## config.mk

```make
export PLATFORM = sky130hd
export DESIGN_NAME = core_pipe_ctrl_flat
export DESIGN_NICKNAME = d
export VERILOG_FILES = /design/src/rtl/core_pkg.sv /design/src/rtl/core_pipe_ctrl_if.sv /design/src/rtl/core_scoreboard.sv /design/src/rtl/core_pipe_ctrl.sv /design/src/flat_wrapper.sv
export SDC_FILE = /design/constraint.sdc
export NUM_CORES = 1
export LEC_CHECK = 0
export ABC_CLOCK_PERIOD_IN_PS = 5650
export BUFFER_PORTS_ARGS = -buffer_cell sky130_fd_sc_hd__buf_2
export CORE_MARGIN = 2
export CORE_UTILIZATION = 55
export CTS_CLUSTER_DIAMETER = 120
export CTS_CLUSTER_SIZE = 10
export DETAILED_ROUTE_END_ITERATION = 10
export PLACE_DENSITY_LB_ADDON = 0.2
export SYNTH_ARGS = -nofsm -noshare
export SYNTH_HDL_FRONTEND = slang
export SYNTH_SLANG_ARGS = --single-unit
```

## constraint.sdc

```tcl
create_clock -name clk -period 5.65 [get_ports clk]
set_clock_uncertainty 0.15 [all_clocks]
set_input_delay 1.13 -clock clk [delete_from_list [all_inputs] [get_ports clk]]
set_output_delay 1.13 -clock clk [all_outputs]
set_load 0.01 [all_outputs]
```

## src/rtl/core_pkg.sv

```systemverilog
// Shared definitions for the pipeline control slice: register-file size,
// flush counter width and the control FSM encoding.
package core_pkg;

    localparam int unsigned REG_NUM     = 32;
    localparam int unsigned REG_IDX_W   = 5;
    localparam int unsigned FLUSH_CNT_W = 3;

    // Encoding 2'd3 is unused; the FSM recovers from it to StRun.
    typedef enum logic [1:0] {
        StRun   = 2'd0,
        StStall = 2'd1,
        StFlush = 2'd2
    } pipe_state_e;

endpackage

```

## src/rtl/core_pipe_ctrl_if.sv

```systemverilog
// ID-stage issue/hazard handshake between the decode stage (master) and the
// pipeline controller (slave).
interface core_pipe_ctrl_if
    import core_pkg::*;
();

    logic                 id_valid;
    logic [REG_IDX_W-1:0] id_rs1;
    logic [REG_IDX_W-1:0] id_rs2;
    logic                 id_rs1_use;
    logic                 id_rs2_use;
    logic [REG_IDX_W-1:0] id_rd;
    logic                 id_rd_wr;
    logic                 id_is_load;
    logic                 ex_allowin;
    logic                 wb_valid;
    logic [REG_IDX_W-1:0] wb_rd;
    logic                 br_taken;

    logic                 id_issue;
    logic                 id_allowin;
    logic                 stall;
    logic                 flush;
    logic [1:0]           state;

    modport master (
        output id_valid, id_rs1, id_rs2, id_rs1_use, id_rs2_use, id_rd, id_rd_wr,
               id_is_load, ex_allowin, wb_valid, wb_rd, br_taken,
        input  id_issue, id_allowin, stall, flush, state
    );

    modport slave (
        input  id_valid, id_rs1, id_rs2, id_rs1_use, id_rs2_use, id_rd, id_rd_wr,
               id_is_load, ex_allowin, wb_valid, wb_rd, br_taken,
        output id_issue, id_allowin, stall, flush, state
    );

endinterface

```

## src/rtl/core_scoreboard.sv

```systemverilog
// Pending-write scoreboard. A retiring write clears its bit before the hazard
// lookup, so an instruction waiting on that register can issue in the WB cycle.
// When an issue and a retire hit the same register in one cycle, the set wins.
module core_scoreboard
    import core_pkg::*;
(
    input  logic                 clk,
    input  logic                 rst_n,
    input  logic                 id_valid_i,
    input  logic [REG_IDX_W-1:0] rs1_i,
    input  logic                 rs1_use_i,
    input  logic [REG_IDX_W-1:0] rs2_i,
    input  logic                 rs2_use_i,
    input  logic [REG_IDX_W-1:0] rd_i,
    input  logic                 rd_wr_i,
    input  logic                 set_en_i,
    input  logic                 clr_en_i,
    input  logic [REG_IDX_W-1:0] clr_idx_i,
    output logic                 hazard_o
);

    logic [REG_NUM-1:0] pend_q;
    logic [REG_NUM-1:0] pend_d;
    logic [REG_NUM-1:0] pend_eff;

    // Apply the same-cycle WB clear ahead of the lookup.
    always_comb begin
        pend_eff = pend_q;
        if (clr_en_i) begin
            pend_eff[clr_idx_i] = 1'b0;
        end
    end

    // RAW on either source, or WAW on the destination.
    always_comb begin
        hazard_o = id_valid_i & ((rs1_use_i & pend_eff[rs1_i]) |
                                 (rs2_use_i & pend_eff[rs2_i]) |
                                 (rd_wr_i   & pend_eff[rd_i]));
    end

    // Next state: clear first, then set, so a set overrides a colliding clear.
    always_comb begin
        pend_d = pend_eff;
        if (set_en_i && (rd_i != '0)) begin
            pend_d[rd_i] = 1'b1;
        end
        pend_d[0] = 1'b0;
    end

    // Scoreboard register.
    always_ff @(posedge clk or negedge rst_n) begin
        if (!rst_n) begin
            pend_q <= '0;
        end else begin
            pend_q <= pend_d;
        end
    end

endmodule

```

## src/rtl/core_pipe_ctrl.sv

```systemverilog
// In-order pipeline issue controller: scoreboard interlock, EX backpressure
// and redirect flush sequencing.
// Build option: define CORE_PIPE_FWD_EN when EX/MEM forwarding exists; then
// only loads are tracked (load-use interlock). Otherwise every rd write is
// tracked until writeback.
module core_pipe_ctrl
    import core_pkg::*;
#(
    parameter int unsigned FLUSH_CYCLES = 2
) (
    input logic            clk,
    input logic            rst_n,
    core_pipe_ctrl_if.slave bus
);

    localparam logic [FLUSH_CNT_W-1:0] FlushLoad = FLUSH_CNT_W'(FLUSH_CYCLES - 1);
    localparam logic [FLUSH_CNT_W-1:0] CntOne    = FLUSH_CNT_W'(1);

    pipe_state_e            state_q;
    logic [FLUSH_CNT_W-1:0] cnt_q;
    logic                   hazard;
    logic                   in_flush;
    logic                   issue;
    logic                   set_en;

`ifdef CORE_PIPE_FWD_EN
    // Forwarding covers ALU results; only load data arrives too late.
    assign set_en = issue & bus.id_is_load;
`else
    logic unused_is_load;
    assign unused_is_load = bus.id_is_load;
    assign set_en = issue & bus.id_rd_wr;
`endif

    core_scoreboard u_scoreboard (
        .clk        (clk),
        .rst_n      (rst_n),
        .id_valid_i (bus.id_valid),
        .rs1_i      (bus.id_rs1),
        .rs1_use_i  (bus.id_rs1_use),
        .rs2_i      (bus.id_rs2),
        .rs2_use_i  (bus.id_rs2_use),
        .rd_i       (bus.id_rd),
        .rd_wr_i    (bus.id_rd_wr),
        .set_en_i   (set_en),
        .clr_en_i   (bus.wb_valid),
        .clr_idx_i  (bus.wb_rd),
        .hazard_o   (hazard)
    );

    // Combinational issue/stall/flush decode from current state and inputs.
    always_comb begin
        in_flush       = (state_q == StFlush);
        issue          = bus.id_valid & ~hazard & bus.ex_allowin & ~bus.br_taken & ~in_flush;
        bus.id_issue   = issue;
        bus.id_allowin = ~bus.id_valid | issue;
        bus.stall      = bus.id_valid & ~issue & ~in_flush & ~bus.br_taken;
        bus.flush      = in_flush | bus.br_taken;
        bus.state      = state_q;
    end

    // Control FSM with flush counter; a redirect preempts every state.
    always_ff @(posedge clk or negedge rst_n) begin
        if (!rst_n) begin
            state_q <= StRun;
            cnt_q   <= '0;
        end else if (bus.br_taken) begin
            state_q <= StFlush;
            cnt_q   <= FlushLoad;
        end else begin
            unique case (state_q)
                StRun: begin
                    if (bus.id_valid && !issue) begin
                        state_q <= StStall;
                    end
                end
                StStall: begin
                    if (issue || !bus.id_valid) begin
                        state_q <= StRun;
                    end
                end
                StFlush: begin
                    if (cnt_q == '0) begin
                        state_q <= StRun;
                    end else begin
                        cnt_q <= cnt_q - CntOne;
                    end
                end
                default: begin
                    state_q <= StRun;
                end
            endcase
        end
    end

endmodule

```

## src/flat_wrapper.sv

```systemverilog
// flat-port wrapper written by rule: the top's interface ports become plain ports
module core_pipe_ctrl_flat import core_pkg::*;
#(
    parameter int unsigned FLUSH_CYCLES = 2
)
  (clk, rst_n, bus_id_valid, bus_id_rs1, bus_id_rs2, bus_id_rs1_use, bus_id_rs2_use, bus_id_rd, bus_id_rd_wr, bus_id_is_load, bus_ex_allowin, bus_wb_valid, bus_wb_rd, bus_br_taken, bus_id_issue, bus_id_allowin, bus_stall, bus_flush, bus_state);
  core_pipe_ctrl_if bus_i ();
  input logic clk;
  input logic rst_n;
  input wire logic [$bits(bus_i.id_valid)-1:0] bus_id_valid;
  input wire logic [$bits(bus_i.id_rs1)-1:0] bus_id_rs1;
  input wire logic [$bits(bus_i.id_rs2)-1:0] bus_id_rs2;
  input wire logic [$bits(bus_i.id_rs1_use)-1:0] bus_id_rs1_use;
  input wire logic [$bits(bus_i.id_rs2_use)-1:0] bus_id_rs2_use;
  input wire logic [$bits(bus_i.id_rd)-1:0] bus_id_rd;
  input wire logic [$bits(bus_i.id_rd_wr)-1:0] bus_id_rd_wr;
  input wire logic [$bits(bus_i.id_is_load)-1:0] bus_id_is_load;
  input wire logic [$bits(bus_i.ex_allowin)-1:0] bus_ex_allowin;
  input wire logic [$bits(bus_i.wb_valid)-1:0] bus_wb_valid;
  input wire logic [$bits(bus_i.wb_rd)-1:0] bus_wb_rd;
  input wire logic [$bits(bus_i.br_taken)-1:0] bus_br_taken;
  output wire logic [$bits(bus_i.id_issue)-1:0] bus_id_issue;
  output wire logic [$bits(bus_i.id_allowin)-1:0] bus_id_allowin;
  output wire logic [$bits(bus_i.stall)-1:0] bus_stall;
  output wire logic [$bits(bus_i.flush)-1:0] bus_flush;
  output wire logic [$bits(bus_i.state)-1:0] bus_state;
  assign bus_i.id_valid = bus_id_valid;
  assign bus_i.id_rs1 = bus_id_rs1;
  assign bus_i.id_rs2 = bus_id_rs2;
  assign bus_i.id_rs1_use = bus_id_rs1_use;
  assign bus_i.id_rs2_use = bus_id_rs2_use;
  assign bus_i.id_rd = bus_id_rd;
  assign bus_i.id_rd_wr = bus_id_rd_wr;
  assign bus_i.id_is_load = bus_id_is_load;
  assign bus_i.ex_allowin = bus_ex_allowin;
  assign bus_i.wb_valid = bus_wb_valid;
  assign bus_i.wb_rd = bus_wb_rd;
  assign bus_i.br_taken = bus_br_taken;
  assign bus_id_issue = bus_i.id_issue;
  assign bus_id_allowin = bus_i.id_allowin;
  assign bus_stall = bus_i.stall;
  assign bus_flush = bus_i.flush;
  assign bus_state = bus_i.state;
  core_pipe_ctrl #(.FLUSH_CYCLES(FLUSH_CYCLES)) u_core (.clk(clk), .rst_n(rst_n), .bus(bus_i));
endmodule
```

### After elaboration in Yosys (flattened, before gate mapping)

Index checks and enable logic that the tools add are counted.

| storage, ports and cells | value |
|---|---|
| memories | 0 |
| flip-flop bits (word level) | 36 |
| output and inout bits | 6 |
| RAM bits | 0 |
| ROM bits | 0 |
| bits of input ports | 30 |
| bits in latches | 0 |
| word-level logic and storage cells | 73 |

| operators by class | value |
|---|---|
| equal/unequal tests | 6 |
| shift operators | 0 |
| magnitude comparators | 6 |
| multipliers | 0 |
| muxes and demuxes | 20 |
| reductions and logical operators | 13 |
| div/mod/pow operators | 0 |
| $add $sub $neg | 1 |
| bitwise logic cells | 24 |

Operator list:

| kind | number |
|---|---|
| two-way mux 32 bit | 2 |
| AND 32 bit | 1 |
| NOT 32 bit | 1 |
| OR 32 bit | 1 |
| less-than comparator 5 x 6 -> 1 bit, second input constant | 4 |
| binary-select mux 1 bit (select 5 bit) | 3 |
| AND 1 bit | 12 |
| demux 1 bit (select 5 bit) | 2 |
| greater-or-equal comparator 5 x 1 -> 1 bit, second input constant | 2 |
| two-way mux 3 bit | 3 |
| two-way mux 2 bit | 4 |
| != test 3 x 2 -> 1 bit, second input constant | 2 |
| case mux 2 bit (3 select lines) | 1 |
| two-way mux 1 bit | 5 |
| NOT 1 bit | 5 |
| nonzero test 5 bit | 1 |
| logical AND 1 bit | 4 |
| OR 1 bit | 4 |
| logical NOT 3 bit | 1 |
| != test 3 bit, second input constant | 1 |
| AND reduction 3 bit | 1 |
| subtractor 3 x 1 -> 3 bit, second input constant | 1 |
| equality test 2 x 1 -> 1 bit, second input constant | 1 |
| equality test 2 bit, second input constant | 1 |
| 6 further kinds | 7 |

### Depth between registers and ports, before layout

Gate-level depths: netlist (run 1).

| depth | value |
|---|---|
| word-level depth | 23 |
| gate-level depth with buffers | 12 |

### By module

Synthesis (run 1) repeated with hierarchy kept, for this count alone.

| second synthesis, totals | value |
|---|---|
| cells, all modules | 285 |
| area total of the unflattened synthesis | 2,539.9 um2 |

Modules (own cells, without submodules):

| module | cells an instance | times used | area an instance (um2) |
|---|---|---|---|
| core_scoreboard | 254 | 1 | 2,240.9 |
| core_pipe_ctrl | 31 | 1 | 299.0 |

### Worst setup path after synthesis (run 1)

OpenSTA, ideal clock, no wires.

| path | value |
|---|---|
| kind | input to output |
| start | input port bus_wb_rd[0] |
| end | output port bus_id_allowin |
| setup slack | 0.870 ns |
| stages | 11 |
| data required time | 4.370 ns |
| path buffers | 3 |
| data arrival time | 3.500 ns |
| path through | buf_2 > or4b_4 > o2111a_1 > nor4_1 > o311ai_1 > nand4_1 > o211ai_1 > or4_4 > buf_6 > buf_6 > nand2_1 |

| on the way | value |
|---|---|
| longest elaborated chain between the ends | 19 |
| elaborated cells on any way between the ends | 26 |

Ends and longest elaborated chain:

| what | RTL line | text |
|---|---|---|
| start, declared | flat_wrapper.sv:20 | `input wire logic [$bits(bus_i.wb_rd)-1:0] bus_wb_rd;` |
| less-than comparator 5 x 6 -> 1 bit (implied by the code) / greater-or-equal comparator 5 x 1 -> 1 bit (equally long branches) | core_scoreboard.sv:30 | `pend_eff[clr_idx_i] = 1'b0;` |
| logical AND 1 bit (implied by the code) | core_scoreboard.sv:30 |  |
| two-way mux 1 bit (implied by the code) | core_scoreboard.sv:30 |  |
| demux 1 bit (select 5 bit) (*) | core_scoreboard.sv:30 |  |
| NOT 32 bit (no line) (*) | -- |  |
| AND 32 bit (no line) (*) | -- |  |
| two-way mux 32 bit (*) | core_scoreboard.sv:29 | `if (clr_en_i) begin` |
| binary-select mux 1 bit (select 5 bit) (on tied branches) | core_scoreboard.sv:36, core_scoreboard.sv:37 |  |
| two-way mux 1 bit (on tied branches) | core_scoreboard.sv:36, core_scoreboard.sv:37 |  |
| AND 1 bit (on tied branches) | core_scoreboard.sv:36, core_scoreboard.sv:37 |  |
| OR 1 bit | core_scoreboard.sv:36 | `hazard_o = id_valid_i & ((rs1_use_i & pend_eff[rs1_i]) \|` |
| OR 1 bit (*) | core_scoreboard.sv:37 | `(rs2_use_i & pend_eff[rs2_i]) \|` |
| AND 1 bit (*) | core_scoreboard.sv:36 |  |
| NOT 1 bit (*) | core_pipe_ctrl.sv:54 | `issue = bus.id_valid & ~hazard & bus.ex_allowin & ~bus.br_taken & ~in_flush;` |
| AND 1 bit (*) (4 in a row) | core_pipe_ctrl.sv:54 |  |
| OR 1 bit (*) | core_pipe_ctrl.sv:56 | `bus.id_allowin = ~bus.id_valid \| issue;` |
| end, declared | flat_wrapper.sv:23 | `output wire logic [$bits(bus_i.id_allowin)-1:0] bus_id_allowin;` |

Mark *: on every way between the ends. The rest lies on a longest branch, timed or not. The select of a mux whose other input is x is not followed.

### Worst setup path in the final report (run 1)

| path | value |
|---|---|
| start | input port bus_wb_rd[0] |
| end | output port bus_stall |

| on the way | value |
|---|---|
| longest elaborated chain between the ends | 22 |
| elaborated cells on any way between the ends | 29 |

Ends and longest elaborated chain:

| what | RTL line | text |
|---|---|---|
| less-than comparator 5 x 6 -> 1 bit (implied by the code) / greater-or-equal comparator 5 x 1 -> 1 bit (equally long branches) | core_scoreboard.sv:30 |  |
| logical AND 1 bit (implied by the code) | core_scoreboard.sv:30 |  |
| two-way mux 1 bit (implied by the code) | core_scoreboard.sv:30 |  |
| demux 1 bit (select 5 bit) (*) | core_scoreboard.sv:30 |  |
| NOT 32 bit (no line) (*) | -- |  |
| AND 32 bit (no line) (*) | -- |  |
| two-way mux 32 bit (*) | core_scoreboard.sv:29 |  |
| binary-select mux 1 bit (select 5 bit) (on tied branches) | core_scoreboard.sv:36, core_scoreboard.sv:37 |  |
| two-way mux 1 bit (on tied branches) | core_scoreboard.sv:36, core_scoreboard.sv:37 |  |
| AND 1 bit (on tied branches) | core_scoreboard.sv:36, core_scoreboard.sv:37 |  |
| OR 1 bit | core_scoreboard.sv:36 |  |
| OR 1 bit (*) | core_scoreboard.sv:37 |  |
| AND 1 bit (*) | core_scoreboard.sv:36 |  |
| NOT 1 bit (*) | core_pipe_ctrl.sv:54 |  |
| AND 1 bit (*) (4 in a row) | core_pipe_ctrl.sv:54 |  |
| NOT 1 bit (*) | core_pipe_ctrl.sv:57 | `bus.stall = bus.id_valid & ~issue & ~in_flush & ~bus.br_taken;` |
| AND 1 bit (*) (3 in a row) | core_pipe_ctrl.sv:57 |  |
| end, declared | flat_wrapper.sv:24 | `output wire logic [$bits(bus_i.stall)-1:0] bus_stall;` |

Marks and branches as above.

==> summary.md, run 1 <==
| Metric | Value |
|---|---|
| Max Cap Viol | `0` |
| Grt ovf | `0` |
| # diodes | `0` |
| Final setup fails | `0` |
| R2r endpoint | `u_core.u_scoreboard.pend_q[29]` |
| Gpl congestion | `0.994` |
| Syn Nets | `383` |
| CP max FO | `13` |
| Synth Cell Area | `0.00291 sq mm` |
| Worst-margin pin slew | `0.812 ns` |
| H-tree Lvls | `2` |
| Routed WL per cell | `21.3 um` |
| Clk root buf | `clkbuf_8` |
| Routed Antenna Nets | `0` |
| Net count, final | `411` |
| Post-synth ARST share | `100%` |
| Clock Power Share | `31.4%` |
| Reg2reg path depth | `8` |
| Status | `complete, no violations` |
| Drt total wl | `9.57 mm` |
| Worst reg2reg setup slack | `2.72 ns` |
| LEAKAGE | `1.29 nW` |
| CTS clk-pin slew, worst paths | `0.07 ns` |
| Largest net degree at the start of global routing | `37` |
| Syn avg cell area | `8.28 sq um` |
| Die span in x | `76.7 um` |
| Top FF cell, synth | `dfrtp_1` |
| Via density | `6.89` |
| Min Hold Slack | `0.377 ns` |
| Min-Delay Startpoint | `u_core.cnt_q[1]` |
| Die area | `0.00588 sq mm` |
| Leading area contributor after synthesis | `dfrtp_1` |
| Area share of the largest cell type after synthesis | `31.0%` |
| Yosys reg bits | `36` |
| Internal power | `0.480 mW` |
| Setup TNS | `0 ns` |
| Slew margin rel. | `45.8%` |
| Worst Hold End | `u_core.cnt_q[1]` |
| Sequential share of the synthesized area | `31.0%` |
| Startpoint type of the worst setup path | `input port` |
| Sequential Power Share | `40.8%` |
| CTS tree | `done` |
| Initial antenna violation count | `0` |
| Hold Path Stages | `2` |
| Overall routing resource usage | `33.3%` |
| Critical path class | `input port to output port` |
| Hold crit path type | `flop to flop` |
| Critical path endpoint category | `output port` |
| DRC | `0` |
| Core Area | `0.00511 sq mm` |
| Period utilisation layout | `92.1%` |
| Post-cts gate resize count | `0` |
| RR Startpoint | `u_core.u_scoreboard.pend_q[11]` |
| Post-synth EDFFs | `0` |
| Post-route setup slack | `0.449 ns` |
| Psw | `0.226 mW` |
| Comb pwr share | `27.8%` |
| Syn Inst Count | `351` |
| Overall Power | `0.706 mW` |
| Worst skew pair latency | `0.29 ns` |
| Initial Util | `56.9%` |
| Fin. Hold Viols | `0` |
| Layout cells sized above 1 | `16.3%` |
| Most common cell after layout, fill and taps aside | `dfrtp_1` |
| Pre-antenna DRT Iters | `5` |
| Syn. warnings | `0` |
| First-pass GRT wire length | `15.3 mm` |
| Setup bufs post-CTS | `0` |
| Synth-to-Final Area Change | `11.6%` |
| Placed inst area | `0.00313 sq mm` |
| RSZ-0062 raised after global routing | `false` |
| HPWL after DPL | `7.15 mm` |
| Sink Count | `36` |
| Switching share of power | `32.0%` |
| Clock Path Buffers | `2` |
| Via count | `3100` |
| Synth area leaders | `dfrtp_1, o31ai_1, nand2_1` |
| Die H | `76.7 um` |
| Pwr dens | `218 mW/mm^2` |
| Site Rows | `26` |
| Vias in the first global route | `2946` |
| Required time of the critical path | `4.37 ns` |
| Most frequent cells in the layout | `dfrtp_1, buf_2, nand2_1` |
| Slew Limit Fails | `0` |
| Boundary Pins | `36` |
| Min cycle time layout | `5.20 ns` |
| CTS Hold Bufs | `0` |
| CTS Buf Count | `5` |
| Number of port buffers | `34` |
| Data arrival time of the worst path | `3.92 ns` |
| # fillers | `488` |
| Detailed Route Iter0 Violations | `269` |
| Yosys cell types | `66` |
| Maximum VDD drop | `188 uV` |
| Final Cell Area | `0.00324 sq mm` |
| Max Clk Rate | `0.192 GHz` |
| Dpl ws | `0.501 ns` |
area by class of cell:
class                   count  area, sq um  share of cell area [%]
inverters                  22         82.6                    2.55
clock inverters             2         35.0                    1.08
flip-flops and latches     36          901                    27.8
repair buffers             45          253                    7.80
clock buffers               6         72.6                    2.24
multi-input cells         269         1810                    55.8
well taps                  70         87.6                    2.70
power groups by stage:
stage / Combinational, mW / Clock, mW / Sequential (mW)
5_1_grt: 0.220 / 0.231 / 0.290
2_1_floorplan: 0.131 / 0 / 0.292
3_5_place_dp: 0.194 / 0 / 0.293
4_1_cts: 0.195 / 0.224 / 0.288
6_report: 0.196 / 0.222 / 0.288
3_3_place_gp: 0.188 / 0 / 0.292
how the worst max path moves through the flow:
| stage | from | slack [ns] | cells after the start | to |
|---|---|---|---|---|
| finish | bus_wb_rd[0] | 0.45 | 10 | bus_stall |
| CTS | bus_wb_rd[0] | 0.48 | 10 | bus_stall |
| global route | bus_wb_rd[0] | 0.34 | 10 | bus_stall |
| floorplan | bus_wb_rd[0] | 0.87 | 11 | bus_id_allowin |
| detailed placement | bus_wb_rd[0] | 0.50 | 10 | bus_stall |
| global placement | bus_wb_rd[0] | 0.53 | 10 | bus_stall |
registers in the layout, summed over array words and instances, names as in the netlist:
register	cells
u_core.u_scoreboard.pend_q	31
u_core.bus.state	2
u_core.cnt_q	3
cell families after synthesis:
| logic type | count (synthesis) | synth area share [%] |
|---|---|---|
| compound gates | 119 | 29.7 |
| xor+xnor | 2 | 0.603 |
| fa+ha+maj | 2 | 0.861 |
| buf+inv | 46 | 6.67 |
| flops | 36 | 31.0 |
| mux | 12 | 4.31 |
| simple gates | 134 | 26.8 |
cells in the mapped netlist, types with 9 or more instances:
| cell type | number |
|---|---|
| o31ai_1 | 23 |
| o211ai_1 | 9 |
| o21ai_1 | 17 |
| nand4_1 | 12 |
| nand2b_1 | 13 |
| clkbuf_1 | 15 |
| nor2_1 | 25 |
| nand2_1 | 26 |
| nand3_1 | 9 |
| dfrtp_1 | 36 |
| inv_1 | 20 |
| a21oi_1 | 11 |
metrics by stage:
| stage | utilization [%] | cells |
|---|---|---|
| finish | 63.5 | 450 |
| CTS | 63.5 | 450 |
| global placement | 61.4 | 442 |
| floorplan | - | 351 |
| global route | 63.5 | 450 |
| detailed placement | 61.4 | 442 |
layer usage:
layer / routed length, um / up-vias / GRT usage (%) / share of wire, %
met5: 0 / - / 0 / 0
met4: 472 / 0 / 19.8 / 4.9
met3: 1000 / 36 / 8.47 / 10
met2: 4140 / 212 / 48.9 / 43
met1: 3960 / 1451 / 44.3 / 41
li1: - / 1401 / - / -
critical path, cell delays in order:
cell	delay (ns)
buf_2	0.16
nand4b_1	0.47
o21ai_1	0.33
a2bb2oi_1	0.19
o311ai_0	0.15
o311ai_1	0.31
o211ai_1	0.18
or4_4	0.66
and3_1	0.22
buf_2	0.13
No activity file was read; power rests on OpenSTA's default activity.
==> run 2, diff against run 1 <==
--- a/config.mk
+++ b/config.mk
@@ -7,8 +7,10 @@
 export LEC_CHECK = 0
 export ABC_CLOCK_PERIOD_IN_PS = 5650
 export BUFFER_PORTS_ARGS = -buffer_cell sky130_fd_sc_hd__buf_2
+export CELL_PAD_IN_SITES_DETAIL_PLACEMENT = 0
+export CELL_PAD_IN_SITES_GLOBAL_PLACEMENT = 1
 export CORE_MARGIN = 2
-export CORE_UTILIZATION = 55
+export CORE_UTILIZATION = 44
 export CTS_CLUSTER_DIAMETER = 120
 export CTS_CLUSTER_SIZE = 10
 export DETAILED_ROUTE_END_ITERATION = 10
==> summary.md, run 2 (synthesis results as in run 1) <==
| Metric | Value |
|---|---|
| Status | `complete, no violations` |
| DRC | `0 (unchanged)` |
| Final setup fails | `0 (unchanged)` |
| Hold crit path type | `flop to flop` |
| Via count | `3027 (-2.4%)` |
| Routed WL per cell | `21.3 um (about the same)` |
| Routed Antenna Nets | `0 (unchanged)` |
| Sequential Power Share | `40.9% (about the same)` |
| Net count, final | `409 (-0.49%)` |
| Initial Util | `45.5% (-11 points)` |
| Reg2reg path depth | `8 (unchanged)` |
| Required time of the critical path | `4.37 ns (about the same)` |
| Clock Power Share | `31.8% (+0.4 points)` |
| Die area | `0.00727 sq mm (+24%)` |
| Min cycle time layout | `5.16 ns (-0.0392 ns)` |
| Pre-antenna DRT Iters | `5 (unchanged)` |
| CTS clk-pin slew, worst paths | `0.07 ns (about the same)` |
| Boundary Pins | `36 (unchanged)` |
| Fin. Hold Viols | `0 (unchanged)` |
| Slew Limit Fails | `0 (unchanged)` |
| # diodes | `0 (unchanged)` |
| Setup TNS | `0 ns (unchanged)` |
| First-pass GRT wire length | `15.0 mm (-1.7%)` |
| Initial antenna violation count | `0 (unchanged)` |
| Final core occ | `50.7% (-13 points)` |
| Worst Hold End | `u_core.cnt_q[1]` |
| CP max FO | `13 (unchanged)` |
| Setup bufs post-CTS | `0 (unchanged)` |
| Critical path class | `input port to output port` |
| RR Startpoint | `u_core.u_scoreboard.pend_q[29]` |
| Maximum VDD drop | `196 uV (+4.4%)` |
| H-tree Lvls | `2 (unchanged)` |
| Worst reg2reg setup slack | `2.79 ns (+0.07 ns)` |
| Largest Register | `u_core.u_scoreboard.pend_q` |
| Via density | `6.65 (-3.4%)` |
| CTS Hold Bufs | `0 (unchanged)` |
| Vias in the first global route | `2805 (-4.8%)` |
| Placed Cells | `447 (+1.1%)` |
| Comb pwr share | `27.4% (-0.4 points)` |
| Switching share of power | `31.9% (-0.14 points)` |
| Worst skew pair latency | `0.29 ns (about the same)` |
| CTS tree | `done` |
| Critical path endpoint category | `output port` |
| Synth-to-Final Area Change | `11.4%` |
| Largest net degree at the start of global routing | `37 (unchanged)` |
| Sink Count | `36 (unchanged)` |
| LEAKAGE | `1.28 nW (-0.65%)` |
| Most common cell after layout, fill and taps aside | `dfrtp_1` |
| Data arrival time of the worst path | `3.88 ns (-0.04 ns)` |
| Number of port buffers | `34 (unchanged)` |
| Psw | `0.224 mW (-0.92%)` |
| HPWL after DPL | `7.26 mm (+1.5%)` |
| R2r endpoint | `u_core.u_scoreboard.pend_q[3]` |
| CTS Buf Count | `5 (unchanged)` |
| Site Rows | `29 (+12%)` |
| Clk root buf | `clkbuf_8` |
| Gpl congestion | `0.989 (-0.44%)` |
| Non-Filler Instances | `455 (+1.1%)` |
| Most frequent cells in the layout | `dfrtp_1, buf_2, nand2_1` |
| Max Cap Viol | `0 (unchanged)` |
| Startpoint type of the worst setup path | `input port` |
| Internal power | `0.479 mW (-0.26%)` |
| Clock Path Buffers | `2 (unchanged)` |
| Layout cells sized above 1 | `15.9% (-0.44 points)` |
| Pwr dens | `217 mW/mm^2 (-0.28%)` |
| Drt total wl | `9.68 mm (+1.2%)` |
| Flip-flop count of the largest register after layout | `31 (unchanged)` |
| Detailed Route Iter0 Violations | `217 (-19%)` |
| Overall routing resource usage | `27.2% (-6.2 points)` |
| Grt ovf | `0 (unchanged)` |
| Die H | `85.3 um (+11%)` |
| Post-cts gate resize count | `0 (unchanged)` |
| Core Area | `0.00639 sq mm (+25%)` |
| Worst-margin pin slew | `0.804 ns (-0.00840 ns)` |
| Slew margin rel. | `46.4% (+0.56 points)` |
| Die span in x | `85.3 um (+11%)` |
| RSZ-0062 raised after global routing | `false` |
| Hold Path Stages | `2 (unchanged)` |
| Overall Power | `0.703 mW (-0.47%)` |
| Min-Delay Startpoint | `u_core.cnt_q[1]` |
| Period utilisation layout | `91.4% (-0.69 points)` |
| Max Clk Rate | `0.194 GHz (+0.76%)` |
run 2: area by class of cell:
cell class	count	area [sq um]
Fill cell	626	3150
Multi-Input combinational cell	269	1810
Sequential cell	36	901
Timing Repair Buffer	43	238
Tap cell	77	96.3
Inverter	22	82.6
Clock buffer	6	72.6
Clock inverter	2	35.0
run 2: power by group through the flow:
| stage | logic, mW | registers [mW] | clock network, mW |
|---|---|---|---|
| final | 0.192 | 0.287 | 0.223 |
| after global routing | 0.214 | 0.289 | 0.235 |
| after CTS | 0.192 | 0.287 | 0.224 |
| after detailed placement | 0.190 | 0.292 | 0 |
| after global placement | 0.191 | 0.291 | 0 |
| after floorplan | 0.131 | 0.292 | 0 |
run 2: critical path, stage by stage:
cell      delay [ns]
buf_2           0.19
nand4_1         0.38
o21ai_1         0.49
mux2i_1         0.13
o32a_1          0.34
nand4_1         0.15
o211ai_1        0.15
or4_4           0.59
and3_1          0.20
buf_2           0.13
run 2: how the worst max path moves through the flow:
stage	to	slack (ns)	from	cells after the start
detailed placement	bus_stall	0.57	bus_wb_valid	10
floorplan	bus_id_allowin	0.87	bus_wb_rd[0]	11
global route	bus_stall	0.32	bus_wb_rd[1]	10
finish	bus_stall	0.49	bus_wb_rd[1]	10
CTS	bus_stall	0.55	bus_wb_rd[1]	10
global placement	bus_stall	0.59	bus_wb_rd[1]	10
run 2: stage by stage:
stage / worst slack, ns / cell area, sq um / hold WS, ns
floorplan: 0.870 / 2910 / 0.329
global placement: 0.594 / 3130 / 0.350
detailed placement: 0.570 / 3130 / 0.356
CTS: 0.546 / 3240 / 0.372
global route: 0.323 / 3240 / 0.415
finish: 0.488 / 3240 / 0.369
run 2: layer usage:
layer | share of wire (%) | wire length [um] | vias up | GRT usage (%)
met5 | 0 | 0 | - | 0
met4 | 3.0 | 286 | 0 | 10.7
met3 | 8.9 | 860 | 21 | 4.28
met2 | 44 | 4290 | 171 | 42.0
met1 | 44 | 4250 | 1437 | 38.1
li1 | - | - | 1398 | -
==> run 3, diff against run 2 <==
--- a/config.mk
+++ b/config.mk
@@ -5,15 +5,17 @@
 export SDC_FILE = /design/constraint.sdc
 export NUM_CORES = 1
 export LEC_CHECK = 0
+export ABC_AREA = 1
 export ABC_CLOCK_PERIOD_IN_PS = 5650
 export BUFFER_PORTS_ARGS = -buffer_cell sky130_fd_sc_hd__buf_2
 export CELL_PAD_IN_SITES_DETAIL_PLACEMENT = 0
 export CELL_PAD_IN_SITES_GLOBAL_PLACEMENT = 1
 export CORE_MARGIN = 2
-export CORE_UTILIZATION = 44
+export CORE_UTILIZATION = 25
 export CTS_CLUSTER_DIAMETER = 120
 export CTS_CLUSTER_SIZE = 10
 export DETAILED_ROUTE_END_ITERATION = 10
+export GPL_TIMING_DRIVEN = 0
 export PLACE_DENSITY_LB_ADDON = 0.2
 export SYNTH_ARGS = -nofsm -noshare
 export SYNTH_HDL_FRONTEND = slang
==> summary.md, run 3 <==
| Metric | Value |
|---|---|
| Status | `complete, no violations` |
| CTS Buf Count | `5 (unchanged)` |
| Grt met2 use | `25.7% (-16 points)` |
| Flip-flop count of the largest register after layout | `31 (unchanged)` |
| Via count | `3277 (+8.3%)` |
| Min cycle time layout | `4.40 ns (-0.758 ns)` |
| Sink Count | `36 (unchanged)` |
| Critical path endpoint category | `output port` |
| Crit path max-delay cell type | `clkbuf_1` |
| Vias in the first global route | `3111 (+11%)` |
| Critical path class | `input port to output port` |
| Worst Hold End | `u_core.bus.state[0]` |
| Worst setup path start | `bus_id_rs1[0]` |
| Initial Util | `25.4% (-20 points)` |
| Grt ovf | `0 (unchanged)` |
| Via density | `4.94 (-26%)` |
| Overall routing resource usage | `16.6% (-11 points)` |
| Worst skew pair latency | `0.28 ns (about the same)` |
| Main combinational cell family by area after synthesis | `simple AND/OR/NAND/NOR gates` |
| Sequential share of the synthesized area | `31.3% (+0.32 points)` |
| Syn. warnings | `0 (unchanged)` |
| Max Cap Viol | `0 (unchanged)` |
| Post-synth ARST share | `100% (unchanged)` |
| Number of port buffers | `32 (-5.9%)` |
| Gpl congestion | `0.903 (-8.7%)` |
| Syn avg cell area | `5.97 sq um (-28%)` |
| Largest net degree at the start of global routing | `37 (unchanged)` |
| Crit-path cells | `clkbuf_1 > inv_1 > clkbuf_1 > nand3_1 > nand3_1 > nand3_1 > nand3_1 > nand3_1 > nand2_1 > nand2_1 > nand3_2 > nand2_1 > nor2_1 > buf_2` |
| CP max FO | `10 (-3)` |
| Maximum VDD drop | `148 uV (-24%)` |
| HPWL after DPL | `8.46 mm (+17%)` |
| Post-synth EDFFs | `0 (unchanged)` |
| M3 GR Usage | `1.75% (-2.5 points)` |
| Startpoint type of the worst setup path | `input port` |
| CTS tree | `done` |
| Final setup fails | `0 (unchanged)` |
| Clock Path Buffers | `2 (unchanged)` |
| Clk root buf | `clkbuf_16` |
| Initial antenna violation count | `0 (unchanged)` |
| Placed inst area | `0.00321 sq mm (+2.8%)` |
| Syn Nets | `514 (+34%)` |
| Simple-gate share of the synthesized area | `58.7% (+32 points)` |
| Non-Filler Instances | `664 (+46%)` |
| Yosys cell types | `22 (-67%)` |
| # diodes | `0 (unchanged)` |
| Gr busiest metal | `met2` |
| Area share of the largest cell type after synthesis | `31.3% (+0.32 points)` |
| RR Startpoint | `u_core.u_scoreboard.pend_q[23]` |
| Reg2reg path depth | `14 (+6)` |
| Max Clk Rate | `0.227 GHz (+17%)` |
| Overall Power | `0.725 mW (+3.1%)` |
| Min Hold Slack | `0.310 ns (-0.0585 ns)` |
| Drt total wl | `10.2 mm (+4.8%)` |
| Detailed Route Iter0 Violations | `316 (+46%)` |
| Fin. Hold Viols | `0 (unchanged)` |
| Net count, final | `553 (+35%)` |
| Slew Limit Fails | `0 (unchanged)` |
| Largest Register | `u_core.u_scoreboard.pend_q` |
| Setup TNS | `0 ns (unchanged)` |
| Period utilisation layout | `77.9% (-13 points)` |
| Yosys reg bits | `36 (unchanged)` |
| LEAKAGE | `1.67 nW (+30%)` |
| Dpl ws | `1.20 ns (+0.633 ns)` |
| # fillers | `1298 (+110%)` |
| R2r endpoint | `u_core.u_scoreboard.pend_q[13]` |
| Die area | `0.0124 sq mm (+70%)` |
| Required time of the critical path | `4.37 ns (about the same)` |
| Top FF cell, synth | `dfrtp_1` |
| Synth Area in Compound Gates | `2.22% (-27 points)` |
| H-tree Lvls | `2 (unchanged)` |
| Mux contribution to synthesized area | `0% (-4.3 points)` |
| Die H | `111 um (+30%)` |
| Final core occ | `29.7% (-21 points)` |
| Most common cell after layout, fill and taps aside | `nand3_1` |
| Critical path's most frequent cell | `nand3_1` |
| Data arrival time of the worst path | `3.12 ns (-0.76 ns)` |
| Top-count cell post-synth | `nand3_1` |
| Most frequent cells in the layout | `nand3_1, nand2_1, nor2_1` |
| Placed Cells | `657 (+47%)` |
| Synth-to-Final Area Change | `17.1%` |
| Site Rows | `39 (+34%)` |
| Leading area contributor after synthesis | `dfrtp_1` |
| Pwr dens | `215 mW/mm^2 (-0.94%)` |
| Die span in x | `111 um (+30%)` |
| Routed Antenna Nets | `0 (unchanged)` |
| First-pass GRT wire length | `16.4 mm (+9.3%)` |
| Post-route setup slack | `1.25 ns (+0.758 ns)` |
| Hold Path Stages | `1 (-1)` |
| Worst-margin pin slew | `0.814 ns (+0.00972 ns)` |
| Final Cell Area | `0.00337 sq mm (+4.1%)` |
| Setup bufs post-CTS | `0 (unchanged)` |
| CP max stage delay | `0.39 ns (-0.20 ns)` |
| Met1 usage | `23.7% (-14 points)` |
| Min-Delay Startpoint | `u_core.bus.state[1]` |
| Post-Synth Adder-Cell Area | `0.870% (+0.0090 points)` |
| Syn Inst Count | `482 (+37%)` |
| Worst reg2reg setup slack | `3.57 ns (+0.78 ns)` |
| Xor/xnor share of the synthesized area | `0% (-0.60 points)` |
| Post-cts gate resize count | `0 (unchanged)` |
| Slew margin rel. | `45.8% (-0.65 points)` |
| Routed WL per cell | `15.3 um (-28%)` |
| Synth area leaders | `dfrtp_1, nand3_1, nand2_1` |
| RSZ-0062 raised after global routing | `false` |
| Hold crit path type | `flop to flop` |
| CTS Hold Bufs | `0 (unchanged)` |
| CTS clk-pin slew, worst paths | `0.05 ns (-0.02 ns)` |
| Synth Cell Area | `0.00288 sq mm (-1.0%)` |
| Layout cells sized above 1 | `10.2% (-5.7 points)` |
| DRC | `0 (unchanged)` |
| Core Area | `0.0113 sq mm (+77%)` |
| Boundary Pins | `36 (unchanged)` |
| Pre-antenna DRT Iters | `6 (+1)` |
| Top cells by count, synth | `nand3_1, nand2_1, nor2_1, dfrtp_1, inv_1` |
## run 3: changes by cell type in the layout (fill, tap and decap cells not counted), moves of 7 or more
| cell | previous run | this run |
|---|---|---|
| nand2b_1 | 13 | 0 |
| nand3_1 | 9 | 161 |
| nand4_1 | 12 | 1 |
| inv_1 | 20 | 36 |
| o211ai_1 | 9 | 0 |
| nor2_1 | 25 | 60 |
| o21ai_1 | 17 | 0 |
| nand2_1 | 26 | 151 |
| o2111ai_1 | 7 | 0 |
| o31ai_1 | 23 | 0 |
| mux2i_1 | 8 | 0 |
| a21boi_1 | 7 | 0 |
## run 3: cell families (layout without fill, tap and decap cells)
kind of cell    Yosys count  count (layout)
flops                    36              36
simple gates            383             383
fa+ha+maj                 2               2
buf+inv                  49              88
compound gates           12              12
## run 3: critical path: cells and delay by family
kind	cells	cell delay (ns)
and+or+nand+nor	10	1.03
buffers and inverters	4	0.95
## run 3: worst max-delay path by stage
stage	end	slack, ns	cells past startpoint
after floorplan	bus_stall	1.78	13
after global placement	bus_stall	1.20	15
after detailed placement	bus_stall	1.20	15
after CTS	bus_stall	1.19	15
after global routing	bus_stall	1.00	14
final	bus_stall	1.25	14
## run 3: power breakdown
part	leakage (nW)	internal (mW)	total [mW]	switching, mW
registers	0.494	0.275	0.286	0.0108
logic	1.10	0.0511	0.158	0.107
clock network	0.0760	0.185	0.280	0.0956
total	1.67	0.511	0.725	0.214
## run 3: metal layers
metal | part of all wire, % | vias to the layer above
met1 | 48 | 1439
met3 | 5.9 | 24
met2 | 43 | 151
met4 | 3.1 | 0
met5 | 0 | -
li1 | - | 1663
## run 3: final cells by class
class,count,area (sq um),share of cell area (%)
inverters,38,143,4.24
clock buffers,7,153,4.53
plain buffers,11,53.8,1.60
repair buffers,32,160,4.76
well taps,143,179,5.31
multi-input cells,397,1780,52.8
flip-flops and latches,36,901,26.8
